`config.mk`:
```
export PLATFORM = sky130hd
export DESIGN_NAME = multicycle_ctrl
export DESIGN_NICKNAME = d
export VERILOG_FILES = /design/src/rtl/multicycle_ctrl.sv
export SDC_FILE = /design/constraint.sdc
export NUM_CORES = 1
export LEC_CHECK = 0
export CORE_MARGIN = 5
export CORE_UTILIZATION = 35
export CTS_CLUSTER_SIZE = 10
export DETAILED_ROUTE_END_ITERATION = 6
export GPL_TIMING_DRIVEN = 0
export PLACE_DENSITY = 0.76
export SLEW_MARGIN = 20
export SYNTH_ARGS = -nofsm -noshare
export SYNTH_HDL_FRONTEND = slang
export SYNTH_SLANG_ARGS = --single-unit
```
`constraint.sdc`:
```
create_clock -name clk -period 1.6 [get_ports clk]
set_input_delay 0.4 -clock clk [delete_from_list [all_inputs] [get_ports clk]]
set_output_delay 0.4 -clock clk [all_outputs]
set_load 0.01 [all_outputs]
```
`src/rtl/multicycle_ctrl.sv`:
```
// Multicycle processor control FSM: sequences fetch, decode, execute, memory
// and write-back states and drives the datapath control word.
module multicycle_ctrl (
  input  logic        clk,
  input  logic        reset,
  input  logic [5:0]  opcode,
  input  logic [5:0]  funct,
  input  logic        alu_zero,
  input  logic        ovfl,
  input  logic        mem_ready,
  output logic        mem_req,
  output logic [21:0] ctrl_out,
  output logic        pc_en,
  output logic        instr_done,
  output logic        illegal,
  output logic        ovfl_exc,
  output logic [3:0]  state_dbg
);

  // state    | meaning
  // FETCH    | read instruction, PC <= PC+4 when memory completes
  // DECODE   | dispatch on opcode, precompute branch target into Z
  // MEM_ADDR | effective address for lw/sw
  // MEM_RD   | data read, wait for mem_ready
  // MEM_WB   | load data to register file
  // MEM_WR   | data write, wait for mem_ready
  // R_EXEC   | R-type ALU operation
  // R_WB     | R-type result to rd
  // BRANCH   | beq compare, conditional PC load from Z
  // JUMP     | PC <= jump target
  // I_EXEC   | addi ALU operation
  // I_WB     | addi result to rt
  typedef enum logic [3:0] {
    FETCH    = 4'd0,
    DECODE   = 4'd1,
    MEM_ADDR = 4'd2,
    MEM_RD   = 4'd3,
    MEM_WB   = 4'd4,
    MEM_WR   = 4'd5,
    R_EXEC   = 4'd6,
    R_WB     = 4'd7,
    BRANCH   = 4'd8,
    JUMP     = 4'd9,
    I_EXEC   = 4'd10,
    I_WB     = 4'd11
  } state_t;

  localparam logic [5:0] OP_RTYPE = 6'b000000;
  localparam logic [5:0] OP_LW    = 6'b100011;
  localparam logic [5:0] OP_SW    = 6'b101011;
  localparam logic [5:0] OP_BEQ   = 6'b000100;
  localparam logic [5:0] OP_J     = 6'b000010;
  localparam logic [5:0] OP_ADDI  = 6'b001000;

  localparam logic [5:0] FN_ADD = 6'b100000;
  localparam logic [5:0] FN_SUB = 6'b100010;
  localparam logic [5:0] FN_AND = 6'b100100;
  localparam logic [5:0] FN_OR  = 6'b100101;
  localparam logic [5:0] FN_SLT = 6'b101010;
  localparam logic [5:0] FN_SLL = 6'b000000;

  localparam int B_FNTYPE   = 0;
  localparam int B_ADDSUB   = 2;
  localparam int B_SRCY     = 4;
  localparam int B_SRCX     = 6;
  localparam int B_LOGICFN  = 8;
  localparam int B_PCWRITE  = 10;
  localparam int B_PCWCOND  = 11;
  localparam int B_PCSRC    = 12;
  localparam int B_IRWRITE  = 14;
  localparam int B_MEMREAD  = 15;
  localparam int B_MEMWRITE = 16;
  localparam int B_IORD     = 17;
  localparam int B_REGWRITE = 18;
  localparam int B_REGDST   = 19;
  localparam int B_MEMTOREG = 20;
  localparam int B_ZWRITE   = 21;

  localparam logic [1:0] TYPE_ARITH = 2'b00;
  localparam logic [1:0] TYPE_LOGIC = 2'b01;
  localparam logic [1:0] TYPE_SHIFT = 2'b10;
  localparam logic [1:0] TYPE_SLT   = 2'b11;

  localparam logic [1:0] SRCY_FOUR  = 2'b00;
  localparam logic [1:0] SRCY_REG   = 2'b01;
  localparam logic [1:0] SRCY_IMM   = 2'b10;
  localparam logic [1:0] SRCY_IMMSH = 2'b11;
  localparam logic [1:0] SRCX_REG   = 2'b00;
  localparam logic [1:0] SRCX_PC    = 2'b01;

  localparam logic [1:0] LOGIC_AND = 2'b00;
  localparam logic [1:0] LOGIC_OR  = 2'b01;

  localparam logic [1:0] PCSRC_ALU  = 2'b00;
  localparam logic [1:0] PCSRC_Z    = 2'b01;
  localparam logic [1:0] PCSRC_JUMP = 2'b10;

  state_t      state;
  logic        running;
  logic        ovfl_flag;
  logic [21:0] ctrl;

  // running is low during reset and for the first edge after release, so the
  // FETCH word appears only once the block is actually sequencing.
  always_ff @(posedge clk or posedge reset) begin
    if (reset) begin
      state     <= FETCH;
      running   <= 1'b0;
      ovfl_flag <= 1'b0;
    end else if (!running) begin
      running   <= 1'b1;
      state     <= FETCH;
      ovfl_flag <= 1'b0;
    end else begin
      ovfl_flag <= 1'b0;
      case (state)
        FETCH:    if (mem_ready) state <= DECODE;
        DECODE: begin
          case (opcode)
            OP_RTYPE:     state <= R_EXEC;
            OP_LW, OP_SW: state <= MEM_ADDR;
            OP_BEQ:       state <= BRANCH;
            OP_J:         state <= JUMP;
            OP_ADDI:      state <= I_EXEC;
            default:      state <= FETCH;
          endcase
        end
        MEM_ADDR: state <= (opcode == OP_SW) ? MEM_WR : MEM_RD;
        MEM_RD:   if (mem_ready) state <= MEM_WB;
        MEM_WR:   if (mem_ready) state <= FETCH;
        R_EXEC: begin
          case (funct)
            FN_ADD, FN_SUB: begin
              state     <= R_WB;
              ovfl_flag <= ovfl;
            end
            FN_AND, FN_OR, FN_SLT, FN_SLL: state <= R_WB;
            default: state <= FETCH;
          endcase
        end
        I_EXEC: begin
          state     <= I_WB;
          ovfl_flag <= ovfl;
        end
        default:  state <= FETCH;
      endcase
    end
  end

  always_comb begin
    ctrl       = '0;
    mem_req    = 1'b0;
    instr_done = 1'b0;
    illegal    = 1'b0;
    ovfl_exc   = 1'b0;
    if (running) begin
      case (state)
        FETCH: begin
          mem_req                  = 1'b1;
          ctrl[B_MEMREAD]          = 1'b1;
          ctrl[B_SRCX +: 2]        = SRCX_PC;
          ctrl[B_SRCY +: 2]        = SRCY_FOUR;
          ctrl[B_FNTYPE +: 2]      = TYPE_ARITH;
          ctrl[B_PCSRC +: 2]       = PCSRC_ALU;
          ctrl[B_IRWRITE]          = mem_ready;
          ctrl[B_PCWRITE]          = mem_ready;
        end
        DECODE: begin
          ctrl[B_SRCX +: 2] = SRCX_PC;
          ctrl[B_SRCY +: 2] = SRCY_IMMSH;
          ctrl[B_ZWRITE]    = 1'b1;
          case (opcode)
            OP_RTYPE, OP_LW, OP_SW, OP_BEQ, OP_J, OP_ADDI: illegal = 1'b0;
            default: illegal = 1'b1;
          endcase
        end
        MEM_ADDR, I_EXEC: begin
          ctrl[B_SRCX +: 2]   = SRCX_REG;
          ctrl[B_SRCY +: 2]   = SRCY_IMM;
          ctrl[B_FNTYPE +: 2] = TYPE_ARITH;
          ctrl[B_ZWRITE]      = 1'b1;
        end
        MEM_RD: begin
          mem_req          = 1'b1;
          ctrl[B_IORD]     = 1'b1;
          ctrl[B_MEMREAD]  = 1'b1;
        end
        MEM_WR: begin
          mem_req          = 1'b1;
          ctrl[B_IORD]     = 1'b1;
          ctrl[B_MEMWRITE] = 1'b1;
          instr_done       = mem_ready;
        end
        MEM_WB: begin
          ctrl[B_REGWRITE] = 1'b1;
          ctrl[B_MEMTOREG] = 1'b1;
          instr_done       = 1'b1;
        end
        R_EXEC: begin
          ctrl[B_SRCX +: 2] = SRCX_REG;
          ctrl[B_SRCY +: 2] = SRCY_REG;
          ctrl[B_ZWRITE]    = 1'b1;
          case (funct)
            FN_ADD: ctrl[B_FNTYPE +: 2] = TYPE_ARITH;
            FN_SUB: begin
              ctrl[B_FNTYPE +: 2] = TYPE_ARITH;
              ctrl[B_ADDSUB]      = 1'b1;
            end
            FN_AND: begin
              ctrl[B_FNTYPE +: 2]  = TYPE_LOGIC;
              ctrl[B_LOGICFN +: 2] = LOGIC_AND;
            end
            FN_OR: begin
              ctrl[B_FNTYPE +: 2]  = TYPE_LOGIC;
              ctrl[B_LOGICFN +: 2] = LOGIC_OR;
            end
            FN_SLT: begin
              ctrl[B_FNTYPE +: 2] = TYPE_SLT;
              ctrl[B_ADDSUB]      = 1'b1;
            end
            FN_SLL: ctrl[B_FNTYPE +: 2] = TYPE_SHIFT;
            default: illegal = 1'b1;
          endcase
        end
        // an overflowed result is discarded and reported instead of written
        R_WB: begin
          ctrl[B_REGWRITE] = ~ovfl_flag;
          ctrl[B_REGDST]   = 1'b1;
          instr_done       = 1'b1;
          ovfl_exc         = ovfl_flag;
        end
        I_WB: begin
          ctrl[B_REGWRITE] = ~ovfl_flag;
          instr_done       = 1'b1;
          ovfl_exc         = ovfl_flag;
        end
        BRANCH: begin
          ctrl[B_SRCX +: 2]  = SRCX_REG;
          ctrl[B_SRCY +: 2]  = SRCY_REG;
          ctrl[B_ADDSUB]     = 1'b1;
          ctrl[B_PCWCOND]    = 1'b1;
          ctrl[B_PCSRC +: 2] = PCSRC_Z;
          instr_done         = 1'b1;
        end
        JUMP: begin
          ctrl[B_PCWRITE]    = 1'b1;
          ctrl[B_PCSRC +: 2] = PCSRC_JUMP;
          instr_done         = 1'b1;
        end
        default: ctrl = '0;
      endcase
    end
  end

  assign ctrl_out  = ctrl;
  assign pc_en     = ctrl[B_PCWRITE] | (ctrl[B_PCWCOND] & alu_zero);
  assign state_dbg = state;

endmodule

```
==> flow_summary.toml, run 1 <==
[layout]
fin_nets = 251
area_growth_pct = 145
fin_area_um2 = 2180
layout-drive-gt1-share_pct = 67.2
instances_no_fill = 262
diodes = 0

[die]
ioPinCount = 48
dieArea_um2 = 3650
dieWidth_um = 60.5
rows = 18
coreArea_um2 = 2450
die_y_um = 60.5
start_util_pct = 36.3

[worst_setup_path]
path_class = "in2out"
end_kind = "output port"
cp_top_family = "buffers and inverters"
reg2reg_slack_ns = -0.26
critPathArrivalTime_ns = 1.87
path_buf_inv = 2
reg2reg_depth = 11
start_kind = "input port"
crit_fanout = 5
path_depth = 6
worstPathRequired_ns = 1.20
crit_chain = "clkdlybuf4s50_1 > nor2_2 > o21ai_0 > nand4_1 > o31ai_2 > buf_2"
cpPeakStageDelay_ns = 0.48
critPathSlowestCell = "clkdlybuf4s50_1"

[pwr]
p_leak_nw = 1.07
p_per_area_nw_per_um2 = 348
peakVddDrop_v = 0.000492

[timing]
finalHoldViolations = 0
finalCritPeriodShare_pct = 142
setup_violations = 27
timing.fmax_mhz = 441
fin_skew_ns = 0.0150
fin_crit_ns = 2.27
final_max_slew_viol_count = 0
rsz0062_at_grt = "yes"
fin_ws_ns = -0.665

[detailed_routing]
antenna_left = 0
via_per_inst = 6.19
wirelength_um = 6270
drtIter0Drc = 148
wl_per_cell_um = 23.9
vias = 1621
drtPass1Iterations = 5
drc = 0

[grt]
grt_pass1_vias = 1344
grt.total_usage_pct = 23.5
grt_first_pass_wirelength_um = 6400
grt_max_degree = 11
grt-ovfl-total = 0
antenna_found_initial = 0

[logic_synthesis]
avgSynthCellArea_um2 = 7.36
ys_top_cells_by_count = "nor2_1 (13), nor3_1 (10), nand2_1 (7)"
synthDistinctLibCells = 48
seq_area_frac_synth_pct = 16.9
syn_area_um2 = 891
yosys.area.top_type_share_pct = 16.9
post-synth-top-count-cell = "nor2_1"
ys_ff_latch = 6
synth_area_leaders = "dfrtp_1 (17%), nor3_1 (5.6%), nor2_1 (5.5%)"
ys_warn_count = 0
synth_edf_count = 0
yosys.area.top_type = "dfrtp_1"
synth_flop_cell = "dfrtp_1"
synthArstFlopShare_pct = 100
syn_inst = 121

[clocking]
clockBufferDepth = 2
numCtsBuffers = 3
cts_max_level = 1
cts_tree = "yes"
cts_sinks = 6
clkTransAtPathRegs_ns = 0.06
cts_root_buf = "clkbuf_4"
clock_latency_ns = 0.27

[run_status]
violations = "negative setup slack"
outcome = "finished with violations"

[placement]
placedCellCount = 196
portBuffers = 43
hpwl_um = 2420
finalWeightedCongestion = 0.851
dpl-instance-area_um2 = 1430

[job]
max_cap_violations = 0

[worst_hold_path]
min_path_type = "in2async"
report_power, final:
group          leakage [nW]  switching (mW)  total, mW  internal, mW
Combinational         0.975           0.217      0.436         0.219
Sequential           0.0804         0.00336      0.160         0.156
Clock                0.0138          0.0777      0.164        0.0864
worst register-to-register path: cells and delay by family (launching register included):
family                 cells  cell delay (ns)
AO/OA/AOI/OAI              3             0.45
buffers and inverters      7             0.78
flip-flops                 1             0.40
AND/OR/NAND/NOR            1             0.15
area by class of cell:
cell class	instances	area [µm²]
fillers	105	273
clock buffers	3	22.5
inverters	3	11.3
well taps	30	37.5
flip-flops and latches	6	150
plain buffers	10	113
repair buffers	107	918
multi-input cells	103	930
sequential cells by signal, summed over array words and instances, names as in the netlist:
signal,cells
ovfl_flag,1
state_dbg,4
running,1
routing by layer:
layer  routed length (µm)  GRT usage, %  share of wire, %  up-vias
met5                    0             0                 0        -
met4                  374          15.8               6.0        0
met3                  594          4.04               9.5       44
met2                 3030          41.0                48      139
met1                 2270          26.0                36      773
li1                     -             -                 -      665
cells in the final DEF (no fill, tap or decap), drive strengths merged, types with 5 or more instances in the layout:
| cell type | count |
|---|---|
| clkbuf | 5 |
| nor3 | 11 |
| nor2 | 13 |
| o21ai | 5 |
| nand2b | 5 |
| dfrtp | 6 |
| dlygate4sd2 | 8 |
| buf | 99 |
| a21oi | 6 |
| nand2 | 7 |
kinds of logic (layout without fill, tap and decap cells):
group | count (synthesis) | count (layout) | synth area share (%)
XOR/XNOR | 2 | 2 | 1.97
other | 2 | 4 | 0.843
AND/OR/NAND/NOR | 62 | 62 | 38.6
AO/OA/AOI/OAI | 34 | 34 | 29.1
buffers and inverters | 14 | 123 | 11.5
flip-flops | 6 | 6 | 16.9
multiplexers | 1 | 1 | 1.12
final timing paths:
| check | startpoint | endpoint |
|---|---|---|
| max | opcode[4] | illegal |
| max reg2reg | state_dbg[1]$_DFFE_PP0P_ | state_dbg[2]$_DFFE_PP0P_ |
| min reg2reg | running$_DFF_PP0_ | ovfl_flag$_DFF_PP0_ |
| min in group clk | funct[2] | ovfl_flag$_DFF_PP0_ |
| min | reset | state_dbg[2]$_DFFE_PP0P_ |
| max in group asynchronous | reset | state_dbg[0]$_DFFE_PP0P_ |
metrics by stage:
step	TNS (ns)	total power, mW	setup slack (ns)	util [%]	hold WS (ns)
2_1_floorplan	-0.498	0.298	-0.120	-	0.191
3_3_place_gp	-14.28	0.415	-0.979	58.2	0.619
3_5_place_dp	-14.49	0.417	-1.00	58.2	0.651
6_report	-10.66	0.760	-0.665	88.9	0.393
4_1_cts	-8.28	0.620	-0.501	73.1	0.411
5_1_grt	-11.89	0.782	-0.675	88.9	0.413
repair_timing:
item | 4_1_cts | 5_1_grt
endpoints found under the setup margin | 28 | 27
pin swaps | 19 | 20
buffers inserted | 34 | 34
hold buffers | 0 | 0
gates cloned | 0 | 1
resized for setup | 165 | 51
Power figures use the tool's default switching activity.
==> run 2, diff against run 1 <==
Settings changed: TNS_END_PERCENT set to 1.
==> run 2 against run 1 <==
Compared with the run above: the flow still finishes with violations (negative setup slack); clock skew is 0.0090 ns lower; via count is 25% lower; non-clock buffer count is 46 lower; power is 26% lower; register-to-register slack better by 0.27 ns; critical path type is now reg2out; largest cell class is now multi-input gates.
==> flow_summary.toml, run 2 (synthesis gave the netlist of run 1 again) <==
[die]
ioPinCount = 48
dieArea_um2 = 3650
start_util_pct = 36.3
dieWidth_um = 60.5
rows = 18
coreArea_um2 = 2450
die_y_um = 60.5

[detailed_routing]
wl_per_cell_um = 16.4
vias = 1213
wirelength_um = 3550
drtPass1Iterations = 4
via_per_inst = 5.62
drc = 0
drtIter0Drc = 34
antenna_left = 0

[timing]
rsz0062_at_grt = "yes"
timing.hold.ws_ns = 0.375
fin_crit_ns = 2.11
finalCritPeriodShare_pct = 132
finalHoldViolations = 0
fin_ws_ns = -0.511
final_max_slew_viol_count = 0
setup_violations = 26
timing.fmax_mhz = 474
fin_skew_ns = 0.00597

[clocking]
clock_latency_ns = 0.25
clockBufferDepth = 2
cts_sinks = 6
cts_max_level = 1
cts_tree = "yes"
hold_buffers = 0
numCtsBuffers = 3
cts_root_buf = "clkbuf_4"
clkTransAtPathRegs_ns = 0.04

[worst_setup_path]
crit_fanout = 7
reg2reg_slack_ns = 0.01
crit_chain = "buf_6 > buf_4 > nor3b_2 > a21oi_1 > nor3_2 > a21o_1 > dlygate4sd2_1"
critPathSlowestCell = "dfrtp_1"
rr_startpoint = "state_dbg[3]$_DFFE_PP0P_"
r2r-end = "state_dbg[2]$_DFFE_PP0P_"
path_class = "reg2out"
worstPathRequired_ns = 1.20
start_kind = "flip-flop"
cpPeakStageDelay_ns = 0.39
critPathArrivalTime_ns = 1.71
reg2reg_depth = 7
end_kind = "output port"

[pwr]
p_comb_share_pct = 47.5
p_leak_nw = 0.788
p_sw_uw = 195
p_per_area_nw_per_um2 = 345
p_sw_share_pct = 34.7
peakVddDrop_v = 0.000591
p_clk_share_pct = 24.0
p_seq_share_pct = 28.5
internal_power_uw = 367

[layout]
area_growth_pct = 82.6
n_fill_cell = 216
diodes = 0
fin_nets = 205
final_core_util_pct = 66.3
seqCellArea_um2 = 151
largest_register_ffs = 4
layout-drive-gt1-share_pct = 47.8
multi_input_area_um2 = 808
instances_no_fill = 216
final_cell_mix = "buf_4 (18), buf_2 (17), nor2_1 (10), clkdlybuf4s50_1 (10), dlygate4sd2_1 (9)"
final_common_cell = "buf_4"

[grt]
grt_first_pass_wirelength_um = 5380
grt_max_degree = 11
top_usage_layer = "met2"
grt.met1_usage_pct = 21.1
grt.total_usage_pct = 19.4
grt_pass1_vias = 1204
grt-ovfl-total = 0
use_met3_pct = 4.04
gr-usage-met2_pct = 36.7
antenna_found_initial = 0

[job]
max_cap_violations = 0

[worst_hold_path]
min_path_type = "in2async"

[placement]
dpl_worst_slack_ns = -1.02
finalWeightedCongestion = 0.925
placedCellCount = 196
hpwl_um = 2320
portBuffers = 43

[run_status]
violations = "negative setup slack"
outcome = "finished with violations"
## run 2: cell types whose count changed in the layout (fill, tap and decap cells not counted), sizes merged
cell           delta
dlymetal6s2s      -1
clkdlybuf4s50     +6
dlygate4sd2       +1
clkdlybuf4s15     +3
clkbuf            +1
buf              -56
## run 2: critical path, delay by kind of cell, from the launching register on
kind | cells | cell delay, ns
simple gates | 2 | 0.32
compound gates | 2 | 0.19
buf+inv | 3 | 0.57
flops | 1 | 0.39
## run 2: power by group through the flow
| stage | sequential (mW) | combinational, mW | clock, mW |
|---|---|---|---|
| global route | 0.160 | 0.284 | 0.163 |
| floorplan | 0.163 | 0.129 | 0 |
| finish | 0.160 | 0.267 | 0.135 |
| detailed placement | 0.162 | 0.248 | 0 |
| global placement | 0.162 | 0.245 | 0 |
| CTS | 0.159 | 0.255 | 0.142 |
## run 2: how the worst max path moves through the flow
stage,cells after the start,end,startpoint
global route,8,ctrl_out[1],state_dbg[3]$_DFFE_PP0P_
floorplan,5,ctrl_out[8],state_dbg[3]$_DFFE_PP0P_
CTS,8,ctrl_out[1],state_dbg[3]$_DFFE_PP0P_
global placement,6,illegal,funct[2]
finish,7,pc_en,state_dbg[3]$_DFFE_PP0P_
detailed placement,6,illegal,funct[2]
## run 2: layout make-up
cell class,instances,share of cell area (%)
Multi-Input combinational cell,103,49.7
Buffer,11,7.62
Timing Repair Buffer,60,29.0
Clock buffer,3,1.38
Tap cell,30,2.31
Sequential cell,6,9.31
Inverter,3,0.692
## run 2: through the flow
step | power (mW) | area [µm²] | TNS (ns)
after global routing | 0.607 | 1630 | -9.80
final | 0.562 | 1630 | -7.56
after CTS | 0.556 | 1590 | -7.80
after floorplan | 0.292 | 936 | -0.724
after global placement | 0.407 | 1400 | -14.49
after detailed placement | 0.410 | 1400 | -14.96
## run 2: repair_timing
action | 4_1_cts | 5_1_grt
pin swaps | 11 | 7
setup buffers | 12 | 5
setup endpoints to repair | 27 | 27
resized for setup | 122 | 17
gates cloned | 0 | 0
## run 2: layer usage
metal / wire length (µm) / up-vias / part of all wire [%]
met1: 1400 / 585 / 39
li1: - / 569 / -
met3: 205 / 10 / 5.8
met2: 1880 / 49 / 53
met4: 65 / 0 / 1.8
met5: 0 / - / 0
==> run 3, diff against run 2 <==
Settings changed: CTS_CLUSTER_DIAMETER set to 40, MAX_ROUTING_LAYER set to met4.
==> run 3 against run 2 <==
Compared with the run above: the run still ends with negative setup slack left; register-to-register slack about the same; routed wire length increased by 5.6%; global-route usage increased by 1.4 points; non-clock buffer count is 4 higher; final cell count rose by 1.9%; core utilization grew 2.8 points; critical path type unchanged; largest cell class unchanged.
==> flow_summary.toml, run 3 (synthesis gave the netlist of run 1 again) <==
[worst_setup_path]
crit_fanout = 4
critPathArrivalTime_ns = 1.67
path_class = "reg2out"
end_kind = "output port"
worstPathRequired_ns = 1.20
start_kind = "flip-flop"
reg2reg_slack_ns = 0.01

[clocking]
clock_latency_ns = 0.26
numCtsBuffers = 3
cts_max_level = 1
clockBufferDepth = 2
cts_sinks = 6
cts_root_buf = "clkbuf_4"
clkTransAtPathRegs_ns = 0.06
cts_tree = "yes"
hold_buffers = 0

[layout]
final_core_util_pct = 69.1
instances_no_fill = 220
n_fill_cell = 193
diodes = 0
layout-drive-gt1-share_pct = 47.4
area_growth_pct = 90.3
final_cell_mix = "buf_4 (22), buf_2 (15), nor2_1 (10)"
final_common_cell = "buf_4"
largest_register_ffs = 4
fin_nets = 209

[die]
dieArea_um2 = 3650
die_y_um = 60.5
coreArea_um2 = 2450
start_util_pct = 36.3
dieWidth_um = 60.5
rows = 18
ioPinCount = 48

[timing]
fin_crit_ns = 2.07
final_max_slew_viol_count = 0
tns_ns = -7.35
fin_ws_ns = -0.475
fin_skew_ns = 0.0158
timing.fmax_mhz = 482
finalCritPeriodShare_pct = 130
finalHoldViolations = 0
setup_violations = 25
rsz0062_at_grt = "yes"

[grt]
grt.total_usage_pct = 20.8
grt_max_degree = 11
grt_pass1_vias = 1233
antenna_found_initial = 0
grt-ovfl-total = 0
grt_first_pass_wirelength_um = 5650

[pwr]
p_per_area_nw_per_um2 = 349
p_leak_nw = 0.826
peakVddDrop_v = 0.000417
power_uw = 592

[placement]
placedCellCount = 196
finalWeightedCongestion = 0.936
hpwl_um = 2370
portBuffers = 43
dpl_worst_slack_ns = -0.968

[detailed_routing]
drc = 0
wl_per_cell_um = 17.0
wirelength_um = 3750
drtPass1Iterations = 4
via_per_inst = 5.60
drtIter0Drc = 24
vias = 1231
antenna_left = 0

[worst_hold_path]
min_path_type = "in2async"

[run_status]
violations = "negative setup slack"
outcome = "finished with violations"

[job]
max_cap_violations = 0
## run 3: path summary, 6_finish.rpt
check,start,to,cells after the start
max,state_dbg[3]$_DFFE_PP0P_,ctrl_out[8],7
min,reset,state_dbg[3]$_DFFE_PP0P_,2
max reg2reg,state_dbg[0]$_DFFE_PP0P_,state_dbg[0]$_DFFE_PP0P_,6
min reg2reg,running$_DFF_PP0_,ovfl_flag$_DFF_PP0_,3
max in group asynchronous,reset,state_dbg[2]$_DFFE_PP0P_,2
min in group clk,running$_DFF_PP0_,ovfl_flag$_DFF_PP0_,3
## run 3: area by class of cell
| class | count | area [µm²] | area share, % |
|---|---|---|---|
| Buffer | 11 | 124 | 7.31 |
| Clock buffer | 3 | 22.5 | 1.33 |
| Inverter | 3 | 11.3 | 0.664 |
| Multi-Input combinational cell | 103 | 818 | 48.3 |
| Sequential cell | 6 | 150 | 8.86 |
| Tap cell | 30 | 37.5 | 2.21 |
| Timing Repair Buffer | 64 | 532 | 31.4 |
## run 3: worst max-delay path, stage by stage (launching register included)
cell and delay (ns):
dfrtp_1 0.39, buf_6 0.13, nand3b_1 0.23, nor3_4 0.20, buf_6 0.13, nand2_4 0.05, nor4_4 0.12, buf_2 0.17
## run 3: metrics by stage
stage	hold WS, ns	area, µm²
2_1_floorplan	0.191	936
3_3_place_gp	0.623	1400
3_5_place_dp	0.644	1400
4_1_cts	0.372	1590
5_1_grt	0.392	1700
6_report	0.366	1700
## run 3: metal layers
| layer | share of wire, % | global-route usage (%) | routed length [µm] |
|---|---|---|---|
| met5 | 0 | - | 0 |
| met4 | 4.0 | 8.98 | 151 |
| met3 | 6.3 | 3.19 | 236 |
| met2 | 50 | 37.0 | 1890 |
| met1 | 39 | 22.7 | 1470 |
## run 3: report_power, final
part | leakage (nW) | internal, mW | switching (mW)
logic | 0.732 | 0.133 | 0.148
registers | 0.0804 | 0.156 | 0.00307
clock network | 0.0138 | 0.0856 | 0.0659
## run 3: timing repair
action                                  CTS  global route
gates resized for setup                 123            16
endpoints found under the hold margin     0             0
setup buffers                            14             7
endpoints found under the setup margin   29            27
pin swaps                                13             7
cloned                                    0             0
